===== src/rtl/arb_pkg.sv =====
// ---------------------------------------------------------------------------
// arb_pkg : shared FSM state encodings and owner constants for the arbiter
// Revision: 1.0
// ---------------------------------------------------------------------------
`default_nettype none

package arb_pkg;

  typedef enum logic [2:0] {
    IDLE   = 3'd0,
    I_REQ  = 3'd1,
    I_RESP = 3'd2,
    D_REQ  = 3'd3,
    D_RESP = 3'd4
  } arb_state_t;

  typedef enum logic {
    OWNER_I = 1'b0,
    OWNER_D = 1'b1
  } owner_t;

  // Width of a counter able to hold 0..max inclusive.
  function automatic int cnt_width(input int max);
    return (max < 1) ? 1 : $clog2(max + 1);
  endfunction

endpackage

`default_nettype wire


===== src/rtl/arb_prio_sel.sv =====
// ---------------------------------------------------------------------------
// arb_prio_sel : next-owner selection from pending requests, starvation count
//                and last owner. Optional macro: MEM_ARB_ROUND_ROBIN_EN.
// Revision: 1.0
// ---------------------------------------------------------------------------
`default_nettype none

module arb_prio_sel
  import arb_pkg::*;
#(
  parameter int STARVE_MAX = 4,
  parameter int CNT_W      = 3
) (
  input  logic             i_pend,
  input  logic             d_pend,
  input  logic [CNT_W-1:0] starve_cnt,
  input  owner_t           last_owner,
  output owner_t           next_owner
);

`ifdef MEM_ARB_ROUND_ROBIN_EN
  logic unused_cnt;
  assign unused_cnt = ^starve_cnt;

  always_comb begin
    next_owner = OWNER_I;
    if (i_pend && d_pend) begin
      next_owner = (last_owner == OWNER_D) ? OWNER_I : OWNER_D;
    end else if (d_pend) begin
      next_owner = OWNER_D;
    end
  end
`else
  logic unused_last;
  logic w_starved;

  assign unused_last = (last_owner == OWNER_D);
  // Instruction side wins only once data has hogged the port STARVE_MAX times.
  assign w_starved   = i_pend && (starve_cnt == CNT_W'(STARVE_MAX));

  always_comb begin
    next_owner = OWNER_I;
    if (d_pend && !w_starved) begin
      next_owner = OWNER_D;
    end
  end
`endif

endmodule

`default_nettype wire


===== src/rtl/mem_port_arbiter.sv =====
// ---------------------------------------------------------------------------
// mem_port_arbiter : shares one memory request/response port between fetch
//                    and data sides. Optional macro: MEM_ARB_ROUND_ROBIN_EN.
// Revision: 1.0
// ---------------------------------------------------------------------------
`default_nettype none

module mem_port_arbiter
  import arb_pkg::*;
#(
  parameter int STARVE_MAX = 4
) (
  input  logic        clk,
  input  logic        rst,
  input  logic [31:0] I_PC,
  input  logic        I_Req_Valid,
  output logic        I_Req_Ready,
  output logic        I_Valid,
  input  logic        I_Ready,
  input  logic [31:0] D_Address,
  input  logic        D_MemWrite,
  input  logic        D_MemRead,
  output logic        D_Req_Ready,
  output logic        D_Read_data_Valid,
  input  logic        D_Read_data_Ready,
  output logic [31:0] M_Address,
  output logic        M_MemWrite,
  output logic        M_MemRead,
  input  logic        M_Req_Ready,
  input  logic        M_Read_data_Valid,
  output logic        M_Read_data_Ready
);

  localparam int CNT_W = cnt_width(STARVE_MAX);

  arb_state_t       r_state;
  arb_state_t       w_state_nxt;
  owner_t           r_owner;
  owner_t           w_sel_owner;
  logic [CNT_W-1:0] w_starve_cnt;
  logic             w_i_pend;
  logic             w_d_pend;
  logic             w_grant;

  assign w_i_pend = I_Req_Valid;
  assign w_d_pend = D_MemRead | D_MemWrite;
  assign w_grant  = (r_state == IDLE) && (w_i_pend || w_d_pend);

  arb_prio_sel #(
    .STARVE_MAX (STARVE_MAX),
    .CNT_W      (CNT_W)
  ) u_prio_sel (
    .i_pend     (w_i_pend),
    .d_pend     (w_d_pend),
    .starve_cnt (w_starve_cnt),
    .last_owner (r_owner),
    .next_owner (w_sel_owner)
  );

  // r_owner is both the current owner and the last-granted owner.
  always_ff @(posedge clk) begin
    if (rst) begin
      r_state <= IDLE;
      r_owner <= OWNER_D;
    end else begin
      r_state <= w_state_nxt;
      if (w_grant) begin
        r_owner <= w_sel_owner;
      end
    end
  end

`ifdef MEM_ARB_ROUND_ROBIN_EN
  assign w_starve_cnt = '0;
`else
  logic [CNT_W-1:0] r_starve_cnt;

  always_ff @(posedge clk) begin
    if (rst) begin
      r_starve_cnt <= '0;
    end else if (!I_Req_Valid) begin
      r_starve_cnt <= '0;
    end else if (w_grant && (w_sel_owner == OWNER_I)) begin
      r_starve_cnt <= '0;
    end else if (w_grant && (r_starve_cnt != CNT_W'(STARVE_MAX))) begin
      r_starve_cnt <= r_starve_cnt + CNT_W'(1);
    end
  end

  assign w_starve_cnt = r_starve_cnt;
`endif

  always_comb begin
    w_state_nxt       = r_state;
    I_Req_Ready       = 1'b0;
    I_Valid           = 1'b0;
    D_Req_Ready       = 1'b0;
    D_Read_data_Valid = 1'b0;
    M_Address         = '0;
    M_MemWrite        = 1'b0;
    M_MemRead         = 1'b0;
    M_Read_data_Ready = 1'b0;

    case (r_state)
      IDLE: begin
        if (w_grant) begin
          w_state_nxt = (w_sel_owner == OWNER_I) ? I_REQ : D_REQ;
        end
      end

      I_REQ: begin
        M_Address   = I_PC;
        M_MemRead   = I_Req_Valid;
        I_Req_Ready = M_Req_Ready;
        if (!I_Req_Valid) begin
          w_state_nxt = IDLE;
        end else if (M_Req_Ready) begin
          w_state_nxt = I_RESP;
        end
      end

      I_RESP: begin
        I_Valid           = M_Read_data_Valid;
        M_Read_data_Ready = I_Ready;
        if (M_Read_data_Valid && I_Ready) begin
          w_state_nxt = IDLE;
        end
      end

      D_REQ: begin
        M_Address   = D_Address;
        M_MemWrite  = D_MemWrite;
        M_MemRead   = D_MemRead & ~D_MemWrite;
        D_Req_Ready = M_Req_Ready;
        if (!w_d_pend) begin
          w_state_nxt = IDLE;
        end else if (M_Req_Ready) begin
          // Writes carry no response phase.
          w_state_nxt = D_MemWrite ? IDLE : D_RESP;
        end
      end

      D_RESP: begin
        D_Read_data_Valid = M_Read_data_Valid;
        M_Read_data_Ready = D_Read_data_Ready;
        if (M_Read_data_Valid && D_Read_data_Ready) begin
          w_state_nxt = IDLE;
        end
      end

      default: begin
        w_state_nxt = IDLE;
      end
    endcase
  end

endmodule

`default_nettype wire


===== config.mk =====
export PLATFORM = sky130hd
export DESIGN_NAME = mem_port_arbiter
export DESIGN_NICKNAME = d
export VERILOG_FILES = /design/src/rtl/arb_pkg.sv /design/src/rtl/arb_prio_sel.sv /design/src/rtl/mem_port_arbiter.sv
export SDC_FILE = /design/constraint.sdc
export NUM_CORES = 1
export LEC_CHECK = 0
export CAP_MARGIN = 20
export CORE_MARGIN = 1.5
export CORE_UTILIZATION = 26
export CTS_CLUSTER_DIAMETER = 200
export DETAILED_ROUTE_END_ITERATION = 10
export GPL_ROUTABILITY_DRIVEN = 0
export GPL_TIMING_DRIVEN = 1
export PLACE_DENSITY_LB_ADDON = 0.1
export SYNTH_ARGS = -nofsm -noshare
export SYNTH_HDL_FRONTEND = slang
export SYNTH_HIERARCHICAL = 1
export SYNTH_SLANG_ARGS = --single-unit

===== constraint.sdc =====
create_clock -name clk -period 1.9 [get_ports clk]
set_input_delay 0.285 -clock clk [delete_from_list [all_inputs] [get_ports clk]]
set_output_delay 0.285 -clock clk [all_outputs]
set_load 0.1 [all_outputs]

==> summary.txt, run 1 <==
Floorplan
  – Die extent in y: about 60 um
  – Area of the die: 0.003563 mm^2
  – Io pins: around 110
  – Die width: just under 60 um
  – Core Area: 0.003053 mm^2
  – Initial Utilization: 27.38%
  – Row cnt: 20

Setup path
  – CP startpoint: r_state[0]$_SDFFE_PP0P_
  – Reg2Reg Launch Point: r_state[1]$_SDFFE_PP0P_
  – Max FO, Critical Path: 17
  – CP Data Required Time: roughly 1.6 ns
  – Worst EP arrival: around 1.6 ns
  – Crit. End Element: output port
  – Type of origin of the critical path: flop
  – Category of the critical setup timing path: flop to output port
  – R2r setup slk: 0.34 ns

Finish
  – Final std cells w/o fill: approximately 260
  – Final net count: roughly 290
  – Multi-input gate area: 711.9 um^2
  – Layout area overhead: 203.0%
  – Diodes inserted: 0
  – Final Instance Area: 0.002532 mm^2
  – Sequential Area: about 130 um^2
  – Fillers: around 190
  – Share of layout cells above drive strength 1: between 40% and 50%

Clock tree
  – CTS Root Cell: clkbuf_4
  – CTS max path bufs: 2
  – TritonCTS clock tree: yes
  – H-tree depth: 1
  – Clk_lat worst skew: roughly 0.27 ns
  – Sinks on Clock Net: 6
  – Post-CTS Setup Bufs: 0
  – Clk slew on worst S/H paths: 0.04 ns
  – CTS Hold Bufs: 0
  – CTS Buf Count: 3

GRT
  – Met1 Use GR: a little under a third
  – Vias in the first global route: about 1300
  – Largest net degree at the start of global routing: 35
  – Total GRT Usage: a little over a quarter
  – Met3 GRT Util: approximately 8.7%
  – Antenna violations before repair: 0
  – Grt ovf: 0
  – Global-route wire length before repair: between 6000 and 7000 um
  – Most used routing layer: met2
  – Met2 Resource Use GR: 43.79%

Drt
  – Vias/cell: ~5.6
  – Via count: about 1500
  – Starting DRC count in detailed routing: between 80 and 90
  – Wire length per cell: approximately 23 um
  – Routed Antenna Nets: 0
  – Wirelength, routed: about 5900 um
  – Pre-antenna DRT Iters: 4
  – DR DRC count: 0

Placed design
  – Placed cell areas: ~0.0024 mm^2
  – Dpl ws: -0.08108 ns
  – Placed Cells: between 200 and 300
  – Final HPWL DP: about 4000 um
  – # port buffers: around 110

Job
  – Max Cap Viol: 0

Power
  – Switch Pwr: ~0.0019 W
  – VDD IR max: ~740 uV
  – Flop pwr share: under 10%
  – Leak: 1.007 nW
  – Power per cell area: between 1000 and 1500 mW/mm^2
  – Comb power frac: between 90% and 100%
  – P_int: 0.001368 W
  – Sw Ratio: roughly three fifths
  – Clock power share: about 3.9%

Timing
  – Sum Neg Setup Slack: 0 ns
  – Worst Max-Slew Pin Slew: between 0.6 and 0.7 ns
  – Fmax: about 530 MHz
  – Hold Fails Final Rpt: 0
  – Slack of the critical path: ~0.0050 ns
  – Clk_skew: ~0.0036 ns
  – Final setup vio count: 0
  – Final Critical Period: ~1.9 ns
  – Max-Slew Margin vs Limit: between 50% and 60%
  – Fin crit share: 99.74%
  – RSZ-0062 raised after global routing: yes
  – Pins Over Slew Limit: 0

Run status
  – Status: finished, final reports clean

Logic synthesis
  – Mapped Area: roughly 840 um^2
  – Gate count of the mapped netlist: around 110
  – Syn_area_per_cell: 7.668 um^2
  – Synth warnings: 6
  – Synthesized net count: around 180

Min path
  – Worst min path class: flop to flop
  – HP Start: r_starve_cnt[1]$_SDFFE_PP0P_
## area by class of cell
type / count / area share, %
clock buffer: 3 / 0.8893
sequential: 6 / 5.089
tap: 44 / 2.174
inverter: 6 / 0.8893
timing repair buffer: 115 / 62.85
multi-input combinational: 87 / 28.11
## through the flow
step           hold slack, ns  utilization (%)  power [W]
3_5_place_dp           0.5251            79.30   0.003041
2_1_floorplan          0.3541                -   0.001942
6_report               0.5346            82.95   0.003309
4_1_cts                0.5302            80.16   0.003174
3_3_place_gp           0.4915            79.30   0.002995
5_1_grt                0.5574            82.95   0.003381
## state kept, by name (all words and copies together), names as in the netlist
register,flops
r_state,3
r_starve_cnt,3
## critical path, stage by stage, from the launching register on
cell	delay (ns)
dfxtp_2	0.44
nand2b_4	0.10
nor2_4	0.22
clkbuf_16	0.23
a22o_2	0.18
buf_12	0.18
## metal layers
metal	part of all wire, %	wire length (um)	up-vias
li1	-	-	652
met2	51	3014	75
met3	10	598	20
met5	0	0	-
met1	35	2067	704
met4	3.5	205	0
## power by group through the flow
stage	registers [W]	logic, W	clock network (W)
after floorplan	0.000154	0.00179	0
after global placement	0.000184	0.00281	0
after CTS	0.000189	0.00286	0.000129
after global routing	0.000201	0.00304	0.000137
after detailed placement	0.000188	0.00285	0
final	0.000198	0.00298	0.000129
## worst paths after layout
| path | depth (start not counted) | to |
|---|---|---|
| setup / recovery | 5 | M_Address[4] |
| hold / removal | 2 | r_starve_cnt[1]$_SDFFE_PP0P_ |
| setup reg to reg | 4 | r_starve_cnt[0]$_SDFFE_PP0P_ |
| hold reg to reg | 2 | r_starve_cnt[1]$_SDFFE_PP0P_ |
## layout by cell type, fill, tap and decap left out, types with 2 or more instances in the layout
master and instances:
nor3_1 4, dfxtp_4 2, clkbuf_16 2, and2_2 3, o21ai_0 3, ha_1 2, nand3b_1 2, a22o_1 3
and3_1 2, nand3_1 2, a22o_2 27, a21oi_1 6, nand4_1 2, inv_1 6, a2111oi_0 3, a22o_4 2
buf_12 41, dfxtp_1 3, clkbuf_4 3, nand2_1 5, nor2_1 4, clkdlybuf4s50_1 72
## timing repair
item,4_1_cts,5_1_grt
pin swaps,0,1
setup endpoints to repair,36,16
gates resized for setup,3,8
cloned,0,2
Power figures use the tool's default switching activity.
==> inputs of run 2 (changes only) <==
- REMOVE_ABC_BUFFERS: unset -> 1
- SETUP_SLACK_MARGIN: unset -> 0.3
==> run 2 against run 1 <==
  * The run now fails in global routing (5_1_grt)
  * Area after synthesis unchanged
  * Synthesized cell count unchanged
==> summary.txt, run 2 <==
Clock tree
  – CTS Buf Count: 3 (unchanged)
  – H-tree depth: 1 (unchanged)
  – CTS Root Cell: clkbuf_4
  – CTS max path bufs: 2 (unchanged)
  – CTS Hold Bufs: 0 (unchanged)

Placed design
  – Placed cell areas: 0.002395 mm^2 (-1.1%)
  – Final HPWL DP: 3873 um (-3.8%)
  – # port buffers: 111 (unchanged)

Floorplan
  – Io pins: 112 (unchanged)
  – Die width: 59.70 um (unchanged)
  – Row cnt: 20 (unchanged)
  – Initial Utilization: 27.38% (unchanged)
  – Die extent in y: 59.70 um (unchanged)

GRT
  – Largest net degree at the start of global routing: 26
  – Antenna violations before repair: 0

Logic synthesis
  – Synth warnings: 6 (unchanged)
  – Mapped Area: 835.8 um^2 (unchanged)
  – Syn_area_per_cell: 7.668 um^2 (unchanged)
  – Gate count of the mapped netlist: 109 (unchanged)

Run status
  – Failed at: global routing (5_1_grt)
  – Status: aborted with a tool error
  – Log Error: [ERROR DPL-0033] detailed placement checks failed during check placement.

Timing
  – Worst_ep grt: M_MemRead
  – Worst_ep kind: primary output
-- run 2: repair_timing --
action                     CTS
setup endpoints to repair   42
gates cloned                 3
resized for setup           43
pin swaps                    4
buffers inserted             7
-- run 2: through the flow --
step                setup slack [ns]  hold WS (ns)  cells
floorplan                    -0.8915        0.3541     99
global placement              0.1234        0.4960    260
detailed placement           0.03896        0.5199    260
CTS                           0.1029        0.5254    273
==> inputs of run 3 (changes only) <==
- CORE_UTILIZATION: 26 -> 20
- CTS_CLUSTER_DIAMETER: 200 -> unset
- PLACE_DENSITY_LB_ADDON: 0.1 -> 0.15
- SETUP_SLACK_MARGIN: 0.3 -> unset
==> run 3 against run 2 <==
  * The flow now finishes without violations
==> summary.txt, run 3 (synthesized netlist as in run 1, its figures left out) <==
GRT
  – Antenna violations before repair: 0
  – Largest net degree at the start of global routing: 35
  – Vias in the first global route: between 1000 and 1500
  – Grt ovf: 0
  – Global-route wire length before repair: about 6100 um
  – Total GRT Usage: 17.33%

Power
  – Power per cell area: ~1300 mW/mm^2
  – Clock power share: ~5.5%
  – Flop pwr share: approximately 4.4%
  – Comb power frac: between 90% and 100%
  – Sw Ratio: between 50% and 60%
  – Switch Pwr: a little under 0.002 W
  – Leak: ~1.1 nW
  – VDD IR max: slightly above 600 uV
  – P_int: roughly 0.0016 W

Drt
  – Wirelength, routed: between 5000 and 6000 um
  – Wire length per cell: 19.49 um
  – Starting DRC count in detailed routing: between 40 and 50
  – Routed Antenna Nets: 0
  – Vias/cell: about 5.1
  – Pre-antenna DRT Iters: 4
  – DR DRC count: 0
  – Via count: around 1400

Timing
  – Final setup vio count: 0
  – Min Hold Slack: between 0.5 and 0.6 ns
  – Final Critical Period: 1.862 ns
  – Worst Max-Slew Pin Slew: approximately 0.43 ns
  – Hold Fails Final Rpt: 0
  – Max-Slew Margin vs Limit: between 70% and 80%
  – Pins Over Slew Limit: 0
  – Fmax: 537.0 MHz
  – Fin crit share: a little over nine tenths
  – Slack of the critical path: 0.03784 ns
  – Clk_skew: approximately 0.0055 ns

Job
  – Max Cap Viol: 0

Clock tree
  – H-tree depth: 1 (unchanged)
  – Sinks on Clock Net: 6
  – CTS Root Cell: clkbuf_8
  – CTS Buf Count: 3 (unchanged)
  – Clk_lat worst skew: 0.23 ns
  – Clk slew on worst S/H paths: approximately 0.04 ns
  – CTS max path bufs: 2 (unchanged)
  – TritonCTS clock tree: yes
  – CTS Hold Bufs: 0 (unchanged)

Placed design
  – Dpl ws: 0.03022 ns (-0.008741 ns)
  – # port buffers: 111 (unchanged)
  – Placed cell areas: 0.002407 mm^2 (+0.52%)
  – Final HPWL DP: 3727 um (-3.8%)

Finish
  – Layout area overhead: 229.8%
  – Final Instance Area: 0.002756 mm^2
  – Post-layout utilization of the core: 68.91%
  – Diodes inserted: 0
  – Biggest regs: r_starve_cnt: 3 flops, r_state: 3 flops
  – Share of layout cells above drive strength 1: roughly a third
  – Final net count: approximately 300
  – Commonest non-fill, non-tap cells in the layout: clkdlybuf4s50_1 (72), buf_12 (42), a22o_4 (17), a22o_1 (15), a21oi_1 (7)
  – Commonest non-fill, non-tap cell in the layout: clkdlybuf4s50_1

Setup path
  – Worst EP arrival: between 1.5 and 2 ns
  – Category of the critical setup timing path: flop to output port
  – CP Data Required Time: roughly 1.6 ns
  – Crit. End Element: output port
  – Max FO, Critical Path: 8
  – Type of origin of the critical path: flop

Floorplan
  – Initial Utilization: 20.89% (-6.5 points)
  – Area of the die: about 0.0046 mm^2
  – Core Area: 0.004000 mm^2
  – Die extent in y: 67.65 um (+13%)
  – Io pins: 112 (unchanged)
  – Die width: 67.65 um (+13%)
  – Row cnt: 23 (+15%)

Min path
  – Worst min path class: flop to flop

Run status
  – Status: finished, final reports clean
[run 3: worst max-delay path, stage by stage (launching register included)]
cell	delay, ns
dfxtp_2	0.31
buf_6	0.11
nand2b_4	0.15
nor2_4	0.13
buf_12	0.14
buf_6	0.14
a22o_1	0.18
buf_12	0.18
[run 3: area by class of cell]
cell class              instances  area [um^2]
clock buffers                   3        41.29
fillers                       277         1244
inverters                       6        22.52
multi-input cells              87        800.8
flip-flops and latches          6        121.4
well taps                      50        62.56
repair buffers                125         1708
[run 3: routing by layer]
metal / part of all wire, % / GRT usage [%] / up-vias
met3: 12 / 7.000 / 2
met4: 0.30 / 3.061 / 0
met5: 0 / 0 / -
met1: 36 / 18.73 / 661
met2: 53 / 31.74 / 70
li1: - / - / 674
[run 3: path summary, 6_finish.rpt]
check,start,endpoint,slack [ns],depth (start not counted)
setup / recovery,r_state[2]$_SDFFE_PP0P_,M_Address[20],0.04,7
hold / removal,r_starve_cnt[1]$_SDFFE_PP0P_,r_starve_cnt[1]$_SDFFE_PP0P_,0.52,2
setup reg to reg,r_state[2]$_SDFFE_PP0P_,r_starve_cnt[1]$_SDFFE_PP0P_,0.18,6
hold reg to reg,r_starve_cnt[1]$_SDFFE_PP0P_,r_starve_cnt[1]$_SDFFE_PP0P_,0.52,2
[run 3: power groups by stage]
stage / clock network (W) / logic [W] / registers (W)
6_report: 0.000194 / 0.00319 / 0.000156
5_1_grt: 0.000201 / 0.00327 / 0.000158
4_1_cts: 0.000191 / 0.00286 / 0.000156
3_5_place_dp: 0 / 0.00285 / 0.000158
3_3_place_gp: 0 / 0.00283 / 0.000155
2_1_floorplan: 0 / 0.00168 / 0.000175
[run 3: what timing repair did]
action	CTS	global route
setup endpoints to repair	0	34
setup buffers	0	4
gates resized for setup	0	22
[run 3: metrics by stage]
step | power [W] | instances | setup TNS [ns]
5_1_grt | 0.003626 | 277 | -0.007659
2_1_floorplan | 0.001859 | 99 | -31.53
3_3_place_gp | 0.002986 | 265 | 0
3_5_place_dp | 0.003010 | 265 | 0
6_report | 0.003543 | 277 | 0
4_1_cts | 0.003208 | 268 | 0
==> inputs of run 4 (changes only) <==
- SETUP_SLACK_MARGIN: unset -> 0.2
==> run 4 against run 3 <==
  * Count of clock-buffer cells in the layout did not move
  * Non-clock buffer count rose by 3
  * Worst setup slack improved by 0.011 ns
  * Die area did not move
  * Critical path depth did not move
  * Via count rose by 6.2%
  * Largest power group unchanged
==> summary.txt, run 4 (synthesized netlist as in run 1, its figures left out) <==
Run status
  – Status: finished, final reports clean

Timing
  – RSZ-0062 raised after global routing: yes
  – Final Critical Period: 1.851 ns (-0.01081 ns)
  – Fin crit share: 97.44% (-0.57 points)
  – Pins Over Slew Limit: 0 (unchanged)
  – Sum Neg Setup Slack: 0 ns (unchanged)
  – Worst Max-Slew Pin Slew: 0.4465 ns (+0.01755 ns)
  – Fmax: 540.1 MHz (+0.58%)
  – Clk_skew: 0.0002507 ns (-0.005213 ns)
  – Final setup vio count: 0 (unchanged)
  – Hold Fails Final Rpt: 0 (unchanged)
  – Max-Slew Margin vs Limit: 69.46% (-1.2 points)

Power
  – VDD IR max: 586.4 uV (-5.6%)
  – Power per cell area: 1256 mW/mm^2 (-2.3%)
  – Leak: 1.246 nW (+8.6%)

Drt
  – Met2 Wirelength: 2994 um (+5.6%)
  – DR DRC count: 0 (unchanged)
  – Wirelength, routed: 5807 um (+7.6%)
  – Wire length per cell: 20.74 um (+6.4%)
  – Top Layer Used: met4
  – Routed Antenna Nets: 0 (unchanged)
  – Met1 WL: 2106 um (+9.4%)
  – Vias/cell: 5.336 (+5.0%)
  – Via count: 1494 (+6.2%)
  – Starting DRC count in detailed routing: 76 (+55%)
  – Pre-antenna DRT Iters: 4 (unchanged)
  – Routed met3 length: 690 um (+11%)

Setup path
  – Type of origin of the critical path: flop
  – Worst EP arrival: 1.57 ns (about the same)
  – Category of the critical setup timing path: flop to output port
  – CP Data Required Time: 1.62 ns (about the same)
  – Crit. End Element: output port
  – Max FO, Critical Path: 8 (unchanged)

Placed design
  – Placed cell areas: 0.002407 mm^2 (unchanged)
  – # port buffers: 111 (unchanged)
  – Final HPWL DP: 3727 um (unchanged)

Clock tree
  – CTS Buf Count: 3 (unchanged)
  – TritonCTS clock tree: yes
  – Sinks on Clock Net: 6 (unchanged)
  – Clk_lat worst skew: 0.22 ns (about the same)
  – H-tree depth: 1 (unchanged)
  – CTS Root Cell: clkbuf_8
  – Clk slew on worst S/H paths: 0.03 ns (about the same)
  – CTS max path bufs: 2 (unchanged)

Min path
  – Worst min path class: flop to flop

Job
  – Max Cap Viol: 0 (unchanged)

Floorplan
  – Area of the die: 0.004576 mm^2 (unchanged)
  – Die width: 67.65 um (unchanged)
  – Core Area: 0.004000 mm^2 (unchanged)
  – Initial Utilization: 20.89% (unchanged)
  – Io pins: 112 (unchanged)
  – Row cnt: 23 (unchanged)
  – Die extent in y: 67.65 um (unchanged)

GRT
  – Global-route wire length before repair: 7113 um (+17%)
  – Total GRT Usage: 20.68% (+3.3 points)
  – Largest net degree at the start of global routing: 18 (-49%)
  – Antenna violations before repair: 0 (unchanged)
  – Vias in the first global route: 1338 (+12%)
  – Grt ovf: 0 (unchanged)

Finish
  – Layout area overhead: 252.5%
  – Share of layout cells above drive strength 1: 41.74% (+6.9 points)
  – Final net count: 307 (+0.99%)
  – Final Instance Area: 0.002947 mm^2 (+6.9%)
  – Biggest regs: r_starve_cnt: 3 flops, r_state: 3 flops
  – Commonest non-fill, non-tap cells in the layout: clkdlybuf4s50_1 (71), buf_12 (43), a22o_4 (25), a22o_1 (7)
  – Diodes inserted: 0 (unchanged)
  – Commonest non-fill, non-tap cell in the layout: clkdlybuf4s50_1
[run 4: cell count changes in the layout (fill, tap and decap cells not counted), sizes merged]
cell | before | now
buf | 50 | 53
clkdlybuf4s50 | 72 | 71
dlymetal6s2s | 0 | 1
[run 4: worst max-delay path: stages, from the launching register on]
cell and delay [ns]:
dfxtp_2 0.31, buf_6 0.11, nand2b_4 0.14, nor2_4 0.10
buf_12 0.14, buf_16 0.13, a22o_1 0.20, buf_12 0.19
[run 4: per-stage QoR]
| step | cells | hold WS (ns) | power, W | util (%) | worst slack, ns |
|---|---|---|---|---|---|
| 2_1_floorplan | 99 | 0.3541 | 0.001859 | - | -0.8915 |
| 3_3_place_gp | 265 | 0.4956 | 0.002986 | 60.18 | 0.1158 |
| 3_5_place_dp | 265 | 0.5226 | 0.003010 | 60.18 | 0.03022 |
| 4_1_cts | 276 | 0.5275 | 0.003493 | 67.66 | 0.06212 |
| 5_1_grt | 280 | 0.5429 | 0.003783 | 73.66 | 0.02619 |
| 6_report | 280 | 0.5289 | 0.003701 | 73.66 | 0.04866 |
[run 4: what timing repair did]
item	CTS	global route
resized for setup	20	25
setup buffers	5	1
hold buffers	0	0
pin swaps	10	22
endpoints found under the setup margin	35	40
hold endpoints to repair	0	0
cloned	3	3
[run 4: worst paths after layout]
kind | startpoint | end | slack [ns] | cells after the start
max | r_state[2]$_SDFFE_PP0P_ | M_Address[27] | 0.05 | 7
min | r_starve_cnt[1]$_SDFFE_PP0P_ | r_starve_cnt[1]$_SDFFE_PP0P_ | 0.53 | 2
max reg2reg | r_state[2]$_SDFFE_PP0P_ | r_starve_cnt[1]$_SDFFE_PP0P_ | 0.20 | 6
min reg2reg | r_starve_cnt[1]$_SDFFE_PP0P_ | r_starve_cnt[1]$_SDFFE_PP0P_ | 0.53 | 2
[run 4: power breakdown]
part / internal (W) / total, W / leakage, nW / switching (W)
clock network: 0.000136 / 0.000188 / 0.0216 / 0.0000523
logic: 0.00140 / 0.00335 / 1.17 / 0.00196
registers: 0.000146 / 0.000161 / 0.0498 / 0.0000147
[run 4: area by class of cell]
type	instances	area, um^2
inverters	6	22.52
repair buffers	128	1805
clock buffers	3	41.29
fillers	253	1054
well taps	50	62.56
flip-flops and latches	6	122.6
multi-input cells	87	892.1
[run 4: layer usage]
layer  vias up  global-route usage [%]
met4         0                   3.061
met5         -                       0
met2        86                   39.09
met1       728                   21.31
met3         4                   8.833
li1        676                       -
